[config.mk]
export PLATFORM = sky130hd
export DESIGN_NAME = uart_rx
export DESIGN_NICKNAME = d
export VERILOG_FILES = /design/src/rtl/uart_rx.sv
export SDC_FILE = /design/constraint.sdc
export NUM_CORES = 1
export LEC_CHECK = 0
export CAP_MARGIN = 20
export CORE_ASPECT_RATIO = 1.5
export CORE_MARGIN = 8
export CORE_UTILIZATION = 52
export CTS_CLUSTER_DIAMETER = 40
export DETAILED_ROUTE_END_ITERATION = 12
export PLACE_DENSITY = 0.75
export SYNTH_ARGS = -nofsm -noshare
export SYNTH_HDL_FRONTEND = slang
export SYNTH_SLANG_ARGS = --single-unit
[constraint.sdc]
create_clock -name CLK -period 2.5 [get_ports CLK]
set_input_delay 0.5 -clock CLK [delete_from_list [all_inputs] [get_ports CLK]]
set_output_delay 0.5 -clock CLK [all_outputs]
set_load 0.03 [all_outputs]
[src/rtl/uart_rx.sv]
// UART receiver: start bit, DATA_WIDTH data bits LSB first, optional parity, one stop bit.
// Each bit is oversampled Prescale times and decided by a 3-sample majority vote around mid-bit.
module uart_rx #(
    parameter int DATA_WIDTH = 8,
    parameter int PRESCALE_W = 6
) (
    input  logic                  CLK,
    input  logic                  RST,
    input  logic                  RX_IN,
    input  logic [PRESCALE_W-1:0] Prescale,
    input  logic                  PAR_EN,
    input  logic                  PAR_TYP,
    output logic [DATA_WIDTH-1:0] P_DATA,
    output logic                  Data_Valid,
    output logic                  Par_Err,
    output logic                  Stp_Err
);

    localparam int BCW = $clog2(DATA_WIDTH + 4);

    typedef enum logic [2:0] {
        IDLE,
        START,
        DATA,
        PARITY,
        STOP
    } state_t;

    state_t                  r_state;
    state_t                  w_next;
    logic [PRESCALE_W-1:0]   r_ps;
    logic [PRESCALE_W-1:0]   r_edge_cnt;
    logic [BCW-1:0]          r_bit_cnt;
    logic                    r_par_en;
    logic                    r_par_typ;
    logic [2:0]              r_samp;
    logic [DATA_WIDTH-1:0]   r_shift;
    logic                    r_par_bad;
    logic                    r_stp_bad;

    logic [PRESCALE_W-1:0]   w_half;
    logic                    w_wrap;
    logic                    w_sample;
    logic                    w_resolve;
    logic                    w_vote;
    logic                    w_start;
    logic                    w_frame_end;

    // Frame-relative timing uses the latched prescale so a mid-frame change cannot disturb it.
    assign w_half      = r_ps >> 1;
    assign w_wrap      = (r_edge_cnt == r_ps - PRESCALE_W'(1));
    assign w_sample    = (r_edge_cnt == w_half - PRESCALE_W'(1)) ||
                         (r_edge_cnt == w_half) ||
                         (r_edge_cnt == w_half + PRESCALE_W'(1));
    assign w_resolve   = (r_edge_cnt == w_half + PRESCALE_W'(2));
    assign w_vote      = (r_samp[0] & r_samp[1]) | (r_samp[0] & r_samp[2]) | (r_samp[1] & r_samp[2]);
    assign w_start     = (r_state == IDLE) && !RX_IN;
    assign w_frame_end = (r_state == STOP) && w_wrap;

    always_ff @(posedge CLK or negedge RST) begin
        if (!RST) begin
            r_state <= IDLE;
        end else begin
            r_state <= w_next;
        end
    end

    // NOTE: w_next gets a default before the case so no path leaves it unassigned (no latch).
    always_comb begin
        w_next = r_state;
        case (r_state)
            IDLE:    if (!RX_IN) w_next = START;
            START: begin
                if (w_resolve && w_vote) begin
                    w_next = IDLE;
                end else if (w_wrap) begin
                    w_next = DATA;
                end
            end
            DATA:    if (w_wrap && r_bit_cnt == BCW'(DATA_WIDTH)) w_next = r_par_en ? PARITY : STOP;
            PARITY:  if (w_wrap) w_next = STOP;
            STOP:    if (w_wrap) w_next = IDLE;
            default: w_next = IDLE;
        endcase
    end

    // NOTE: sequential state uses non-blocking assignments so every register sees pre-edge values.
    always_ff @(posedge CLK or negedge RST) begin
        if (!RST) begin
            r_ps       <= '0;
            r_edge_cnt <= '0;
            r_bit_cnt  <= '0;
            r_par_en   <= 1'b0;
            r_par_typ  <= 1'b0;
            r_samp     <= '0;
            r_shift    <= '0;
            r_par_bad  <= 1'b0;
            r_stp_bad  <= 1'b0;
            P_DATA     <= '0;
            Data_Valid <= 1'b0;
            Par_Err    <= 1'b0;
            Stp_Err    <= 1'b0;
        end else begin
            Data_Valid <= 1'b0;
            Par_Err    <= 1'b0;
            Stp_Err    <= 1'b0;
            if (w_start) begin
                // The falling-edge sample is edge 0, so the next sample is edge 1.
                r_ps       <= Prescale;
                r_par_en   <= PAR_EN;
                r_par_typ  <= PAR_TYP;
                r_edge_cnt <= PRESCALE_W'(1);
                r_bit_cnt  <= '0;
                r_par_bad  <= 1'b0;
                r_stp_bad  <= 1'b0;
            end else if (r_state != IDLE) begin
                if (w_wrap) begin
                    r_edge_cnt <= '0;
                    r_bit_cnt  <= r_bit_cnt + BCW'(1);
                end else begin
                    r_edge_cnt <= r_edge_cnt + PRESCALE_W'(1);
                end
                if (w_sample) begin
                    r_samp <= {r_samp[1:0], RX_IN};
                end
                if (w_resolve) begin
                    case (r_state)
                        DATA:    r_shift   <= {w_vote, r_shift[DATA_WIDTH-1:1]};
                        PARITY:  r_par_bad <= ((^r_shift) ^ r_par_typ) != w_vote;
                        STOP:    r_stp_bad <= !w_vote;
                        default: ;
                    endcase
                end
                if (w_frame_end) begin
                    Data_Valid <= !r_par_bad && !r_stp_bad;
                    Par_Err    <= r_par_bad;
                    Stp_Err    <= r_stp_bad;
                    if (!r_par_bad && !r_stp_bad) begin
                        P_DATA <= r_shift;
                    end
                end
            end
        end
    end

endmodule

Yosys cells after proc, flatten, opt, wreduce, memory -nomap -nowiden --
Index checks and enable logic that the tools add are counted.
Operators by class: reductions and logical operators 26, muxes and demuxes 31, add/sub/neg operators 6, equality and inequality tests 16, bitwise logic cells 7
Operators by type and width (number):
- equality test 6 bit | 4
- 2-to-1 mux 3 bit | 7
- 2-to-1 mux 6 bit | 3
- 2-to-1 mux 1 bit | 17
- case mux 3 bit (5 select lines) | 1
- 2-to-1 mux 4 bit | 3
- nonzero test 2 bit | 5
- AND reduction 3 bit | 3
- != test 2 bit (second input constant) | 4
- AND reduction 4 bit | 2
- parity 8 bit | 1
- adder 5 x 1 -> 6 bit (second input constant) | 1
- adder 5 x 2 -> 6 bit (second input constant) | 1
- adder 6 x 1 -> 6 bit (second input constant) | 1
- equality test 3 x 2 -> 1 bit (second input constant) | 2
- equality test 6 x 5 -> 1 bit | 1
- subtractor 5 x 1 -> 6 bit (second input constant) | 1
- subtractor 6 x 1 -> 6 bit (second input constant) | 1
- logical AND 1 bit | 5
- AND reduction 5 bit | 1
- adder 4 x 1 -> 4 bit (second input constant) | 1
- equality test 4 bit (second input constant) | 1
- logical NOT 1 bit | 4
- bitwise AND 1 bit | 3
- other kinds (11) | 13
Storage, ports and cells: flip-flop bits (word level) 45, output and inout bits 11, logic and storage cells 100, input bits 11

Depth between registers and ports, before layout --
depth in word-level cells 8, mapped depth 10, gate-level depth less buffers 8

Least setup slack after synthesis --
OpenSTA, ideal clock, no wires.
kind flip-flop to flip-flop, from reg r_ps[1], to reg P_DATA[0], required time 2.375 ns, setup time 0.125 ns, cell stages (with the launch flop) 9, setup slack 0.057 ns, path buffers 0, arrival time 2.318 ns, period minus slack after synthesis 2.443 ns, cell sequence dfrtp_1 -> inv_1 -> ha_1 -> a21boi_2 -> xnor2_1 -> nor3_1 -> nand3_2 -> nor4_4 -> mux2_2
On the way: word-level cells in the longest chain between the ends 4
Ends and longest elaborated chain:
- from (decl) | line 31 | logic [PRESCALE_W-1:0] r_ps;
- from (signal assigned) | line 109 | r_ps <= Prescale;
- subtractor 6 x 1 -> 6 bit | line 51 | assign w_wrap = (r_edge_cnt == r_ps - PRESCALE_W'(1));
- equality test 6 bit | line 51
- logical AND 1 bit | line 58 | assign w_frame_end = (r_state == STOP) && w_wrap;
- AND reduction 4 bit (no source line)
- to (signal assigned) | line 139 | P_DATA <= r_shift;
- to (decl) | line 13 | output logic [DATA_WIDTH-1:0] P_DATA,
Every way passes these cells. A chain may end at the register's enable or synchronous reset.

Worst setup path in the final report --
from reg r_ps[4], to reg r_shift[2]
On the way: word-level cells in the longest chain between the ends 3
Ends and longest elaborated chain:
- adder 5 x 2 -> 6 bit | line 55 | assign w_resolve = (r_edge_cnt == w_half + PRESCALE_W'(2));
- equality test 6 bit | line 55
- AND reduction 4 bit (no source line)
- to (signal assigned) | line 128 | DATA: r_shift <= {w_vote, r_shift[DATA_WIDTH-1:1]};
- to (decl) | line 37 | logic [DATA_WIDTH-1:0] r_shift;
Every way passes these cells.

==> metrics.md <==
| Metric | Value |
|---|---|
| Status | `completed` |
| Max incr delay on CP | `0.68 ns` |
| Relative slew margins | `0.569` |
| Port-buffer cells | `21` |
| Post-DR wirelength/cell | `15.4 µm` |
| Clock-pin slew on the worst setup and hold paths | `0.09 ns` |
| DR pass1 iterations | `4` |
| Total CTS buffers | `5` |
| Final net count | `316` |
| DR DRC count | `0` |
| Crit path buf inv count | `0` |
| CTS tree | `yes` |
| Antenna violations before repair | `0` |
| Worst hold slack | `0.160 ns` |
| Slew Limit Fails | `0` |
| Crit path kind | `flop to flop` |
| CP required | `2.68 ns` |
| Root buffer cell | `clkbuf_8` |
| Crit-path cells | `and4b_1 > a32oi_1 > a211o_1 > or3_1 > mux2_2` |
| Non-Filler Instances | `364` |
| Placed insts | `355` |
| Largest net degree at the start of global routing | `25` |
| First-pass GRT wire length | `9490 µm` |
| Logic pwr share | `0.517` |
| Rows | `32` |
| Via density | `5.57` |
| Clk pwr share | `0.158` |
| Remaining global-route overflow | `0` |
| Final Critical Period | `2.36 ns` |
| Switch share | `0.412` |
| Setup TNS | `0 ns` |
| Synth Instances | `269` |
| Cell Area, Synth | `2700 µm²` |
| Gr usage total | `0.152` |
| Mean Syn Cell Area | `10.0 µm²` |
| Flop pwr share | `0.325` |
| Clk buf depth | `2` |
| Setup WS pre-CTS | `0.0990 ns` |
| Post-Syn Nets | `290` |
| P_int | `2160 µW` |
| Die Wd | `74.9 µm` |
| Htree depth | `2` |
| Leakage power | `0.00139 µW` |
| Top-Level Pins | `22` |
| Antenna-violating nets left | `0` |
| Total of max-cap violations | `0` |
| Area Growth Syn to Fin | `17.3%` |
| 1st-iter DRT viols | `115` |
| Sequential cell area fraction in the yosys report | `0.417` |
| Worst hold path type | `input pin to asynchronous set/reset pin` |
| CP max FO | `16` |
| Clock latency at the later pin of the worst-skew pair | `0.30 ns` |
| Commonest cells after routing, fill and taps aside | `dfrtp_1 (45), mux2_2 (23), xnor2_1 (22)` |
| Final Worst Setup Slack | `0.137 ns` |
| Vias in the first global route | `2068` |
| CP max stage cell | `dfrtp_1` |
| Worst-Margin Slew | `0.630 ns` |
| Yosys Warn Count | `0` |
| CP Launch Type | `flop` |
| #FFs+latches synth | `45` |
| Core Region | `5080 µm²` |
| Arrival time at the worst endpoint | `2.55 ns` |
| Peak VDD IR | `0.682 mV` |
| Layout cells sized above 1 | `0.196` |
| CTS sink cnt | `45` |
| EDFF count, synth | `0` |
| Ant. Diodes | `0` |
| Die area | `7800 µm²` |
| Unique cell type count in the Yosys netlist | `50` |
| Total number of vias | `2026` |
| Post-DP HPWL | `4210 µm` |
| Setup Skew | `0.00484 ns` |
| PD cells | `1160 nW/µm²` |
| Final period util | `0.945` |
| Final WL | `5590 µm` |
| Initial core utilization | `0.531` |
| Hold_buf cts | `0` |
| Prevailing post-synth register cell | `dfrtp_1` |
| Fmax achieved | `423 MHz` |
| Commonest non-fill, non-tap cell in the layout | `dfrtp_1` |
| Die Y | `104 µm` |
| Fraction of registers with async set/reset | `1.00` |
| RSZ-0062 raised after global routing | `false` |
| Crit. End Element | `flop` |
| RePlAce Congestion | `0.882` |
| Final Hold Fails | `0` |
| Psw | `1520 µW` |
| Final Setup Violations | `0` |
| Top Family by Delay on Critical Path | `simple AND/OR/NAND/NOR gates` |
## state kept, by name, summed over array words and instances (netlist names)
register    flops
Data_Valid      1
P_DATA          8
Par_Err         1
Stp_Err         1
r_bit_cnt       4
r_edge_cnt      6
r_par_bad       1
r_par_en        1
r_par_typ       1
r_ps            6
r_samp          3
r_shift         8
r_state         3
r_stp_bad       1
## synth_stat cells (all sizes together) (2+ instances only)
cell type / instances / area share
a2111oi: 2 / 0.0065
a211o: 2 / 0.0065
a21boi: 2 / 0.0069
a21o: 3 / 0.0083
a21oi: 6 / 0.011
a2bb2oi: 2 / 0.0065
a31oi: 4 / 0.0093
and2: 3 / 0.0069
and4b: 2 / 0.0074
buf: 7 / 0.013
clkbuf: 10 / 0.014
dfrtp: 45 / 0.42
ha: 10 / 0.046
inv: 12 / 0.017
mux2: 23 / 0.096
mux2i: 3 / 0.011
nand2: 15 / 0.021
nand2b: 6 / 0.014
nand3: 13 / 0.026
nand4: 2 / 0.0046
nor2: 16 / 0.022
nor2b: 5 / 0.012
nor3: 9 / 0.020
nor4: 3 / 0.013
o21ai: 13 / 0.024
o22ai: 3 / 0.0069
o41ai: 2 / 0.0065
or3: 3 / 0.0069
xnor2: 23 / 0.075
xor2: 8 / 0.029
## through the flow
step	utilization	instance area, µm²	total power [µW]
after detailed placement	0.594	3020	3040
final	0.623	3170	3680
after global placement	0.594	3020	3000
after floorplan	-	2700	2620
after global routing	0.623	3170	3960
after CTS	0.618	3140	3630
## logic make-up (layout without fill, tap and decap cells)
family,after synthesis,after routing,share of synthesized area
AOI/OAI and AO/OA,47,47,0.118
muxes,26,26,0.107
and+or+nand+nor,81,81,0.164
xor gates and xnor gates,31,31,0.103
buffers and inverters,29,56,0.0445
adders and majority gates,10,10,0.0463
DFF,45,45,0.417
## final timing paths
path                            startpoint            end  slack, ns  cells after the start
worst max-delay path               r_ps[4]     r_shift[2]       0.14                      5
worst min-delay path                   RST   r_bit_cnt[0]       0.16                      1
worst max register to register     r_ps[4]     r_shift[2]       0.14                      5
worst min register to register    r_par_en       r_par_en       0.51                      1
max in group asynchronous              RST  r_edge_cnt[1]       1.79                      2
min in group CLK                  r_par_en       r_par_en       0.51                      1
## power by group through the flow
stage / Combinational [µW] / Clock [µW] / Sequential (µW)
floorplan: 1580 / 0 / 1040
finish: 1900 / 581 / 1200
global route: 2110 / 618 / 1230
detailed placement: 1830 / 0 / 1200
CTS: 1850 / 590 / 1190
global placement: 1810 / 0 / 1190
## cell type report
type	instances	area [µm²]
clock buffers	6	82.6
clock inverters	2	37.5
fillers	427	1920
inverters	12	45.0
multi-input cells	195	1470
flip-flops and latches	45	1130
well taps	68	85.1
repair buffers	36	318
## layer usage
metal | GRT usage | wire [µm] | vias up
met5 | 0 | 0 | -
met4 | 0.0521 | 93 | 0
met3 | 0.0261 | 96 | 8
met2 | 0.273 | 3070 | 24
met1 | 0.168 | 2330 | 1002
li1 | - | - | 992
## repair_timing
| item | CTS | global route |
|---|---|---|
| resized for setup | 0 | 6 |
| setup buffers | 0 | 1 |
| setup endpoints to repair | 0 | 19 |
Note: power is estimated with default switching activity, not from simulation.
